### src/rtl/shift_arbiter_if.sv
// rtl/shift_arbiter_if.sv - request/response bus between clients and the shared shifter arbiter
interface shift_arbiter_if #(
  parameter int NUM_REQ = 4,
  parameter int ID_W    = 2
);
  logic [NUM_REQ-1:0]   req_valid;
  logic [NUM_REQ-1:0]   req_ready;
  logic [NUM_REQ*8-1:0] req_data;
  logic [NUM_REQ*3-1:0] req_amt;
  logic [NUM_REQ-1:0]   req_dir;
  logic                 rsp_valid;
  logic                 rsp_ready;
  logic [7:0]           rsp_data;
  logic [ID_W-1:0]      rsp_id;

  // Client side: issues requests, consumes responses.
  modport master (
    output req_valid, req_data, req_amt, req_dir, rsp_ready,
    input  req_ready, rsp_valid, rsp_data, rsp_id
  );

  // Arbiter side.
  modport slave (
    input  req_valid, req_data, req_amt, req_dir, rsp_ready,
    output req_ready, rsp_valid, rsp_data, rsp_id
  );
endinterface

### src/rtl/shift_arbiter.sv
// rtl/shift_arbiter.sv - round-robin arbiter sharing one 8-bit barrel shifter; SHIFT_ARB_STATS_EN adds grant_cnt
module barrel_shifter (
  input  logic [7:0] data_i,
  input  logic [2:0] amt_i,
  input  logic       dir_i,
  output logic [7:0] data_o
);
  // Logical, zero-filled shift; dir_i=1 shifts right.
  always_comb begin
    data_o = dir_i ? (data_i >> amt_i) : (data_i << amt_i);
  end
endmodule

module shift_arbiter #(
  parameter int NUM_REQ = 4,
  parameter int ID_W    = 2
) (
  input  logic          clk,
  input  logic          rst_n,
  shift_arbiter_if.slave bus
`ifdef SHIFT_ARB_STATS_EN
  , output logic [NUM_REQ*16-1:0] grant_cnt
`endif
);
  localparam logic [1:0] ST_IDLE  = 2'd0;
  localparam logic [1:0] ST_SHIFT = 2'd1;
  localparam logic [1:0] ST_RESP  = 2'd2;

  logic [1:0]      state_q, state_d;
  logic [ID_W-1:0] rr_ptr_q, rr_ptr_d;
  logic [7:0]      op_data_q, op_data_d;
  logic [2:0]      op_amt_q, op_amt_d;
  logic            op_dir_q, op_dir_d;
  logic [ID_W-1:0] op_id_q, op_id_d;
  logic [7:0]      rsp_data_q, rsp_data_d;
  logic [ID_W-1:0] rsp_id_q, rsp_id_d;
  logic            rsp_valid_q, rsp_valid_d;

  logic            win_found;
  logic [ID_W-1:0] win_idx;
  logic            accept;
  logic [7:0]      sel_data;
  logic [2:0]      sel_amt;
  logic            sel_dir;
  logic [7:0]      shift_out;
  logic [NUM_REQ-1:0] ready;

  // Round-robin search: first valid requester at or after rr_ptr, wrapping.
  always_comb begin : p_arb
    logic [ID_W:0]   t;
    logic [ID_W-1:0] idx;
    win_found = 1'b0;
    win_idx   = '0;
    t         = '0;
    idx       = '0;
    for (int k = 0; k < NUM_REQ; k++) begin
      t = {1'b0, rr_ptr_q} + (ID_W+1)'(k);
      if (t >= (ID_W+1)'(NUM_REQ)) t = t - (ID_W+1)'(NUM_REQ);
      idx = t[ID_W-1:0];
      if (!win_found && bus.req_valid[idx]) begin
        win_found = 1'b1;
        win_idx   = idx;
      end
    end
  end

  assign accept = (state_q == ST_IDLE) && win_found;

  // Payload mux for the winning requester.
  always_comb begin
    sel_data = '0;
    sel_amt  = '0;
    sel_dir  = 1'b0;
    for (int k = 0; k < NUM_REQ; k++) begin
      if (ID_W'(k) == win_idx) begin
        sel_data = bus.req_data[8*k +: 8];
        sel_amt  = bus.req_amt[3*k +: 3];
        sel_dir  = bus.req_dir[k];
      end
    end
  end

  // Grant is combinational in IDLE and suppressed while reset is held.
  always_comb begin
    ready = '0;
    if (accept && rst_n) ready[win_idx] = 1'b1;
  end

  assign bus.req_ready = ready;

  barrel_shifter u_shifter (
    .data_i (op_data_q),
    .amt_i  (op_amt_q),
    .dir_i  (op_dir_q),
    .data_o (shift_out)
  );

  // Sequencing: accept in IDLE, register shifter output in SHIFT, hold in RESP.
  always_comb begin
    state_d     = state_q;
    rr_ptr_d    = rr_ptr_q;
    op_data_d   = op_data_q;
    op_amt_d    = op_amt_q;
    op_dir_d    = op_dir_q;
    op_id_d     = op_id_q;
    rsp_data_d  = rsp_data_q;
    rsp_id_d    = rsp_id_q;
    rsp_valid_d = rsp_valid_q;
    case (state_q)
      ST_IDLE: begin
        if (win_found) begin
          op_data_d = sel_data;
          op_amt_d  = sel_amt;
          op_dir_d  = sel_dir;
          op_id_d   = win_idx;
          rr_ptr_d  = (win_idx == ID_W'(NUM_REQ-1)) ? '0 : win_idx + ID_W'(1);
          state_d   = ST_SHIFT;
        end
      end
      ST_SHIFT: begin
        rsp_data_d  = shift_out;
        rsp_id_d    = op_id_q;
        rsp_valid_d = 1'b1;
        state_d     = ST_RESP;
      end
      ST_RESP: begin
        if (bus.rsp_ready) begin
          rsp_valid_d = 1'b0;
          state_d     = ST_IDLE;
        end
      end
      default: state_d = ST_IDLE;
    endcase
  end

  // State and datapath registers; reset drops any in-flight work.
  always_ff @(posedge clk or negedge rst_n) begin
    if (!rst_n) begin
      state_q     <= ST_IDLE;
      rr_ptr_q    <= '0;
      op_data_q   <= '0;
      op_amt_q    <= '0;
      op_dir_q    <= 1'b0;
      op_id_q     <= '0;
      rsp_data_q  <= '0;
      rsp_id_q    <= '0;
      rsp_valid_q <= 1'b0;
    end else begin
      state_q     <= state_d;
      rr_ptr_q    <= rr_ptr_d;
      op_data_q   <= op_data_d;
      op_amt_q    <= op_amt_d;
      op_dir_q    <= op_dir_d;
      op_id_q     <= op_id_d;
      rsp_data_q  <= rsp_data_d;
      rsp_id_q    <= rsp_id_d;
      rsp_valid_q <= rsp_valid_d;
    end
  end

  assign bus.rsp_valid = rsp_valid_q;
  assign bus.rsp_data  = rsp_data_q;
  assign bus.rsp_id    = rsp_id_q;

`ifdef SHIFT_ARB_STATS_EN
  logic [NUM_REQ-1:0][15:0] cnt_q, cnt_d;

  // Saturating per-requester grant count.
  always_comb begin
    cnt_d = cnt_q;
    if (accept && cnt_q[win_idx] != 16'hFFFF) cnt_d[win_idx] = cnt_q[win_idx] + 16'd1;
  end

  // Counter registers.
  always_ff @(posedge clk or negedge rst_n) begin
    if (!rst_n) cnt_q <= '0;
    else        cnt_q <= cnt_d;
  end

  assign grant_cnt = cnt_q;
`endif
endmodule

### src/flat_wrapper.sv
// flat-port wrapper written by rule: the top's interface ports become plain ports
module shift_arbiter_flat 
#(
  parameter int NUM_REQ = 4,
  parameter int ID_W    = 2
)
  (clk, rst_n, bus_req_valid, bus_req_data, bus_req_amt, bus_req_dir, bus_rsp_ready, bus_req_ready, bus_rsp_valid, bus_rsp_data, bus_rsp_id);
  shift_arbiter_if #(.NUM_REQ(NUM_REQ), .ID_W(ID_W)) bus_i ();
  input  logic clk;
  input  logic rst_n;
  input wire logic [$bits(bus_i.req_valid)-1:0] bus_req_valid;
  input wire logic [$bits(bus_i.req_data)-1:0] bus_req_data;
  input wire logic [$bits(bus_i.req_amt)-1:0] bus_req_amt;
  input wire logic [$bits(bus_i.req_dir)-1:0] bus_req_dir;
  input wire logic [$bits(bus_i.rsp_ready)-1:0] bus_rsp_ready;
  output wire logic [$bits(bus_i.req_ready)-1:0] bus_req_ready;
  output wire logic [$bits(bus_i.rsp_valid)-1:0] bus_rsp_valid;
  output wire logic [$bits(bus_i.rsp_data)-1:0] bus_rsp_data;
  output wire logic [$bits(bus_i.rsp_id)-1:0] bus_rsp_id;
  assign bus_i.req_valid = bus_req_valid;
  assign bus_i.req_data = bus_req_data;
  assign bus_i.req_amt = bus_req_amt;
  assign bus_i.req_dir = bus_req_dir;
  assign bus_i.rsp_ready = bus_rsp_ready;
  assign bus_req_ready = bus_i.req_ready;
  assign bus_rsp_valid = bus_i.rsp_valid;
  assign bus_rsp_data = bus_i.rsp_data;
  assign bus_rsp_id = bus_i.rsp_id;
  shift_arbiter #(.NUM_REQ(NUM_REQ), .ID_W(ID_W)) u_core (.clk(clk), .rst_n(rst_n), .bus(bus_i));
endmodule
### config.mk
export PLATFORM = sky130hd
export DESIGN_NAME = shift_arbiter_flat
export DESIGN_NICKNAME = d
export VERILOG_FILES = /design/src/rtl/shift_arbiter_if.sv /design/src/rtl/shift_arbiter.sv /design/src/flat_wrapper.sv
export SDC_FILE = /design/constraint.sdc
export NUM_CORES = 1
export LEC_CHECK = 0
export BUFFER_PORTS_ARGS = -buffer_cell sky130_fd_sc_hd__buf_2
export CAP_MARGIN = 10
export CORE_MARGIN = 2
export CORE_UTILIZATION = 46
export CTS_CLUSTER_SIZE = 20
export DETAILED_ROUTE_END_ITERATION = 10
export GPL_TIMING_DRIVEN = 1
export PLACE_DENSITY_LB_ADDON = 0.2
export SLEW_MARGIN = 20
export SYNTH_ARGS = -nofsm -noshare
export SYNTH_HDL_FRONTEND = slang
export SYNTH_SLANG_ARGS = --single-unit
### constraint.sdc
create_clock -name clk -period 2.2 [get_ports clk]
set_input_delay 0.33 -clock clk [delete_from_list [all_inputs] [get_ports clk]]
set_output_delay 0.33 -clock clk [all_outputs]
set_load 0.01 [all_outputs]
-- After elaboration in Yosys (flattened, before gate mapping)
Cells that the tools add are included.
- add/sub/neg operators: 8
- multiply operators: 0
- divide/modulo/power cells: 0
- magnitude comparators: 10
- equal/unequal tests: 8
- shift-type cells: 2
- multiplexer cells: 42
- bitwise gates (word level): 0
- reductions and logical operators: 15
- operator list (operator ; count):
    $mux 8 ; 5
    $mux 2 ; 11
    $lt 2x3->1 const B ; 5
    $mux 1 ; 14
    $mux 3 ; 4
    $ge 3x3->1 const B ; 3
    $bmux 1 s2 ; 4
    $shl 8x3->8 ; 1
    $shr 8x3->8 ; 1
    $sub 2x1->2 const B ; 4
    $add 2x2->3 const B ; 2
    $logic_and 1x1->1 ; 6
    $pmux 2 s3 ; 1
    $reduce_and 2->1 ; 3
    $eq 2x2->1 const A ; 2
    $eq 2x2->1 const B ; 2
    $logic_not 2->1 ; 2
    $mux 4 ; 1
    $add 2x1->3 const B ; 1
    $ge 2x3->1 const B ; 1
    $logic_not 1->1 ; 3
    $add 2x1->2 const B ; 1
    $demux 1 s2 ; 1
    $eq 1x2->1 const A ; 1
    other kinds (6) ; 6
- bits in registers: 29
- bits in latches: 0
- RAM bits: 0
- ROM bits: 0
- input bits: 55
- output and inout bits: 15
- logic and storage cells: 94
- memories: 0

-- Depth between registers and ports, before layout
- depth in word-level cells: 19
- gate-level depth with buffers: 10
- depth with buffers taken out: 9

-- Modules after synthesis
From an unflattened synthesis, not the netlist that was laid out.
- cell total of the unflattened synthesis: 237
- area, all modules: 2258.4 sq um
- modules (own cells, without submodules) (module ; instances ; cells each ; area each (sq um) ; sequential area each (sq um)):
    shift_arbiter ; 1 ; 164 ; 1697.9 ; 725.7
    barrel_shifter ; 1 ; 73 ; 560.5 ; 0.0

-- Worst setup path before layout
OpenSTA, ideal clock, no wires.
- kind: reg2out
- start: reg u_core.rr_ptr_q[1]
- end: out bus_req_ready[3]
- arrival: 1.944 ns
- data required time: 1.870 ns
- setup slack: -0.074 ns
- cell stages (with the launch flop): 8
- path buffers: 2
- path through: dfrtp_1 -> mux2i_1 -> nor2_1 -> nor3_1 -> ha_1 -> clkbuf_1 -> clkbuf_1 -> and3_1
- word-level cells in the longest chain between the ends: 19
- RTL lines (element ; RTL line ; text):
    start: declaration ; shift_arbiter.sv:30 ; logic [ID_W-1:0] rr_ptr_q, rr_ptr_d;
    start signal: assignment ; shift_arbiter.sv:150 ; rr_ptr_q <= rr_ptr_d;
    branches (longest 13 deep; another with $add 2x1->3) ; -- ;
    $mux 2 (*) ; shift_arbiter.sv:60 ; if (!win_found && bus.req_valid[idx]) begin
    net u_core.win_idx[0] ; shift_arbiter.sv:40 ; logic [ID_W-1:0] win_idx;
    $lt 2x3->1 (implied by the code) or $ge 2x1->1 (tied branches) ; shift_arbiter.sv:86 ; if (accept && rst_n) ready[win_idx] = 1'b1;
    $logic_and 1x1->1 (implied by the code) ; shift_arbiter.sv:86 ;
    $mux 1 (implied by the code) ; shift_arbiter.sv:86 ;
    $demux 1 s2 (*) ; -- ;
    $mux 4 (*) ; shift_arbiter.sv:86 ;
    end: declaration ; flat_wrapper.sv:16 ; output wire logic [$bits(bus_i.req_ready)-1:0] bus_req_ready;
Mark *: on every way through the listed nets, which the timed path passes. The select of a mux whose other input is x is not followed.

-- Worst setup path in the final report
- start: reg u_core.rr_ptr_q[1]
- end: out bus_req_ready[1]
Same word-level chain as after synthesis.

==> results.ini <==
[clock_tree]
cts_buffers=5
cts_tree=done
clk-insertion-delay-late_ns=0.28
htreeDepth=2
cts_root_buf=clkbuf_8
cts_buffer_depth=2
cts_sinks=29
clkTransAtPathRegs_ns=0.07

[drt]
ant_nets=0
vias=2147
drc=0
wl_per_cell_um=14.9
postRouteWirelength_um=5480
drt_iter0_drc=160
via_per_inst=5.82
dr.pass1.iters=4

[sta]
min_period_ns=2.15
worst_slack_ns=0.0453
setup_viol=0
slew_headroom_pct=58.1
rsz0062_at_grt=yes
max_freq_mhz=464
hold_ws_ns=0.234
worstMarginPinSlew_ns=0.629
slew_viol_final=0
finalCritPeriodShare_pct=97.9
finClkSkew_ns=0.00361
hold_viol=0

[critical_path]
crit_fanout=6
r2r_start=u_core.rr_ptr_q[1]
start_kind=flop
cp-end-kind=primary output
crit_type=reg2out
arrival_ns=1.82
crit_start=u_core.rr_ptr_q[1]
worstPathRequired_ns=1.87

[logic_synthesis]
ys_types=52
yosys_warnings=0
ys_seq_area_share_pct=33.3
synth_area_um2=2180
synthFlopType=dfrtp_1
synth-edff-count=0
synth_seq_cells=29
avgSynthCellArea_um2=8.82
synth_nets=306
async_flop_share_pct=100
syn_inst=247

[global_routing]
grt_pass1_vias=1947
gr-total-overflow=0
grtUsageMet3_pct=2.49
met2_usage_pct=33.5
grt_max_degree=25
use_met1_pct=30.7
busiest_layer=met2
grt.total_usage_pct=21.3
antenna_found_initial=0
grt_first_pass_wirelength_um=8940

[finish]
num-nets-final=373
drive_gt1_share_pct=35.6
syn_to_final_growth_pct=26.5
diodes=0

[die]
core_um2=4630
initial_core_util_pct=47.1
die_y_um=72.8
rows=25
dieArea_um2=5300
io_pins=70
die_x_um=72.8

[placed_design]
hpwl_um=3920
portBuffers=69
place_ws_ns=0.0128
gp_congestion=0.866

[status]
status=completed

[power_and_ir_drop]
peakVddDrop_v=0.000623
power_mw=3.98
powerDensity_nw_per_um2=1440
power.leakage_nw=1.26

[worst_hold_path]
hold_class=in2reg
hp-start=bus_rsp_ready

[job]
drv_cap=0

-- through the flow --
step / utilization (%) / cell area [µm²] / setup TNS, ns / instances
6_report: 59.6 / 2760 / 0 / 369
5_1_grt: 59.6 / 2760 / -0.140 / 369
3_5_place_dp: 56.1 / 2600 / 0 / 358
4_1_cts: 58.8 / 2720 / 0 / 369
3_3_place_gp: 56.1 / 2600 / 0 / 358
2_1_floorplan: - / 2180 / 0 / 247
-- sequential cells by signal, summed over array words and instances, names as in the netlist --
signal                count
u_core.bus.rsp_data       8
u_core.bus.rsp_id         2
u_core.bus.rsp_valid      1
u_core.op_amt_q           3
u_core.op_data_q          8
u_core.op_dir_q           1
u_core.op_id_q            2
u_core.rr_ptr_q           2
u_core.state_q            2
-- path summary, 6_finish.rpt --
kind                                   endpoint  slack [ns]  cells after the start
max                            bus_req_ready[1]        0.05                      8
min                           u_core.state_q[1]        0.23                      2
max reg2reg                 u_core.op_data_q[6]        0.13                     10
min reg2reg                u_core.bus.rsp_id[1]        0.48                      2
max in group asynchronous    u_core.rr_ptr_q[1]        1.15                      3
min in group asynchronous    u_core.op_amt_q[2]        0.48                      2
-- Yosys cell counts, types with 4 or more instances --
cell / count / share of area (%)
clkinv_1: 10 / 1.7
nor2_1: 22 / 3.8
mux4_2: 4 / 4.1
a21oi_1: 9 / 2.1
nor4_1: 4 / 1.1
nand2_1: 22 / 3.8
a221oi_1: 12 / 4.8
ha_1: 4 / 2.3
inv_1: 7 / 1.2
dfrtp_1: 29 / 33
nor2b_1: 4 / 1.1
a211o_1: 12 / 4.8
buf_2: 7 / 1.6
o21ai_1: 8 / 1.8
nand3_1: 4 / 0.92
and3_1: 4 / 1.1
a31oi_1: 13 / 3.7
clkbuf_1: 13 / 2.2
mux2_1: 4 / 2.1
mux2i_1: 10 / 4.6
-- critical path, stage by stage, from the launching register on --
cell and delay, ns:
dfrtp_2 0.44, mux2i_1 0.20, nor2_1 0.07, nor3_2 0.13, buf_4 0.15, ha_1 0.18
buf_6 0.11, and3_1 0.14, buf_2 0.13
-- layout make-up --
| class | count | area (µm²) |
|---|---|---|
| Multi-Input combinational cell | 174 | 1310 |
| Sequential cell | 29 | 727 |
| Fill cell | 410 | 1870 |
| Timing Repair Buffer | 85 | 500 |
| Inverter | 19 | 71.3 |
| Tap cell | 54 | 67.6 |
| Clock inverter | 3 | 17.5 |
| Clock buffer | 5 | 68.8 |
-- cells in the final DEF, fill, tap and decap left out, types with 2 or more instances in the layout --
| cell | Yosys | layout |
|---|---|---|
| buf_2 | 7 | 69 |
| dfrtp_1 | 29 | 28 |
| nor2_1 | 22 | 22 |
| nand2_1 | 22 | 22 |
| a31oi_1 | 13 | 13 |
| a211o_1 | 12 | 12 |
| buf_4 | 1 | 11 |
| mux2i_1 | 10 | 10 |
| clkinv_1 | 10 | 10 |
| a221oi_1 | 12 | 10 |
| a21oi_1 | 9 | 8 |
| o21ai_1 | 8 | 8 |
| inv_1 | 7 | 7 |
| clkbuf_8 | 0 | 5 |
| nor4_1 | 4 | 4 |
| and3_1 | 4 | 4 |
| nor2b_1 | 4 | 4 |
| nand3_1 | 4 | 4 |
| mux2_1 | 4 | 4 |
| mux4_2 | 4 | 4 |
| nand2b_1 | 3 | 3 |
| a211oi_1 | 3 | 3 |
| nand4_1 | 3 | 3 |
| nand3b_1 | 2 | 2 |
| a311oi_1 | 2 | 2 |
| a221oi_2 | 0 | 2 |
| inv_2 | 2 | 2 |
| ha_2 | 0 | 2 |
| ha_1 | 4 | 2 |
| clkinv_2 | 0 | 2 |
| buf_6 | 3 | 2 |
| buf_12 | 0 | 2 |
-- what timing repair did --
action | in CTS | in global routing
setup endpoints to repair | 4 | 15
pin swaps | 0 | 1
buffers inserted | 2 | 0
cloned | 0 | 0
gates resized for setup | 3 | 8
hold endpoints to repair | 11 | 0
hold buffers | 1 | 0
-- kinds of logic (layout without fill, tap and decap cells) --
| group | count (synthesis) | in the layout | synth area share [%] |
|---|---|---|---|
| adders and majority gates | 4 | 4 | 2.30 |
| AOI/OAI and AO/OA | 73 | 73 | 24.8 |
| DFF | 29 | 29 | 33.3 |
| buffers and inverters | 44 | 112 | 9.19 |
| and+or+nand+nor | 77 | 77 | 17.9 |
| muxes | 20 | 20 | 12.5 |
-- report_power, final --
part / leakage, nW / switching (mW) / total (mW) / internal (mW)
Sequential: 0.344 / 0.434 / 1.24 / 0.806
Clock: 0.0439 / 0.210 / 0.428 / 0.218
Combinational: 0.872 / 1.16 / 2.31 / 1.15
Total: 1.26 / 1.80 / 3.98 / 2.18
-- routing by layer --
layer  vias to the layer above  part of all wire (%)
li1                       1058                     -
met5                         -                     0
met4                         0                   1.1
met3                         5                   6.0
met2                        93                    47
met1                       991                    46
No activity file was read; power rests on OpenSTA's default activity.
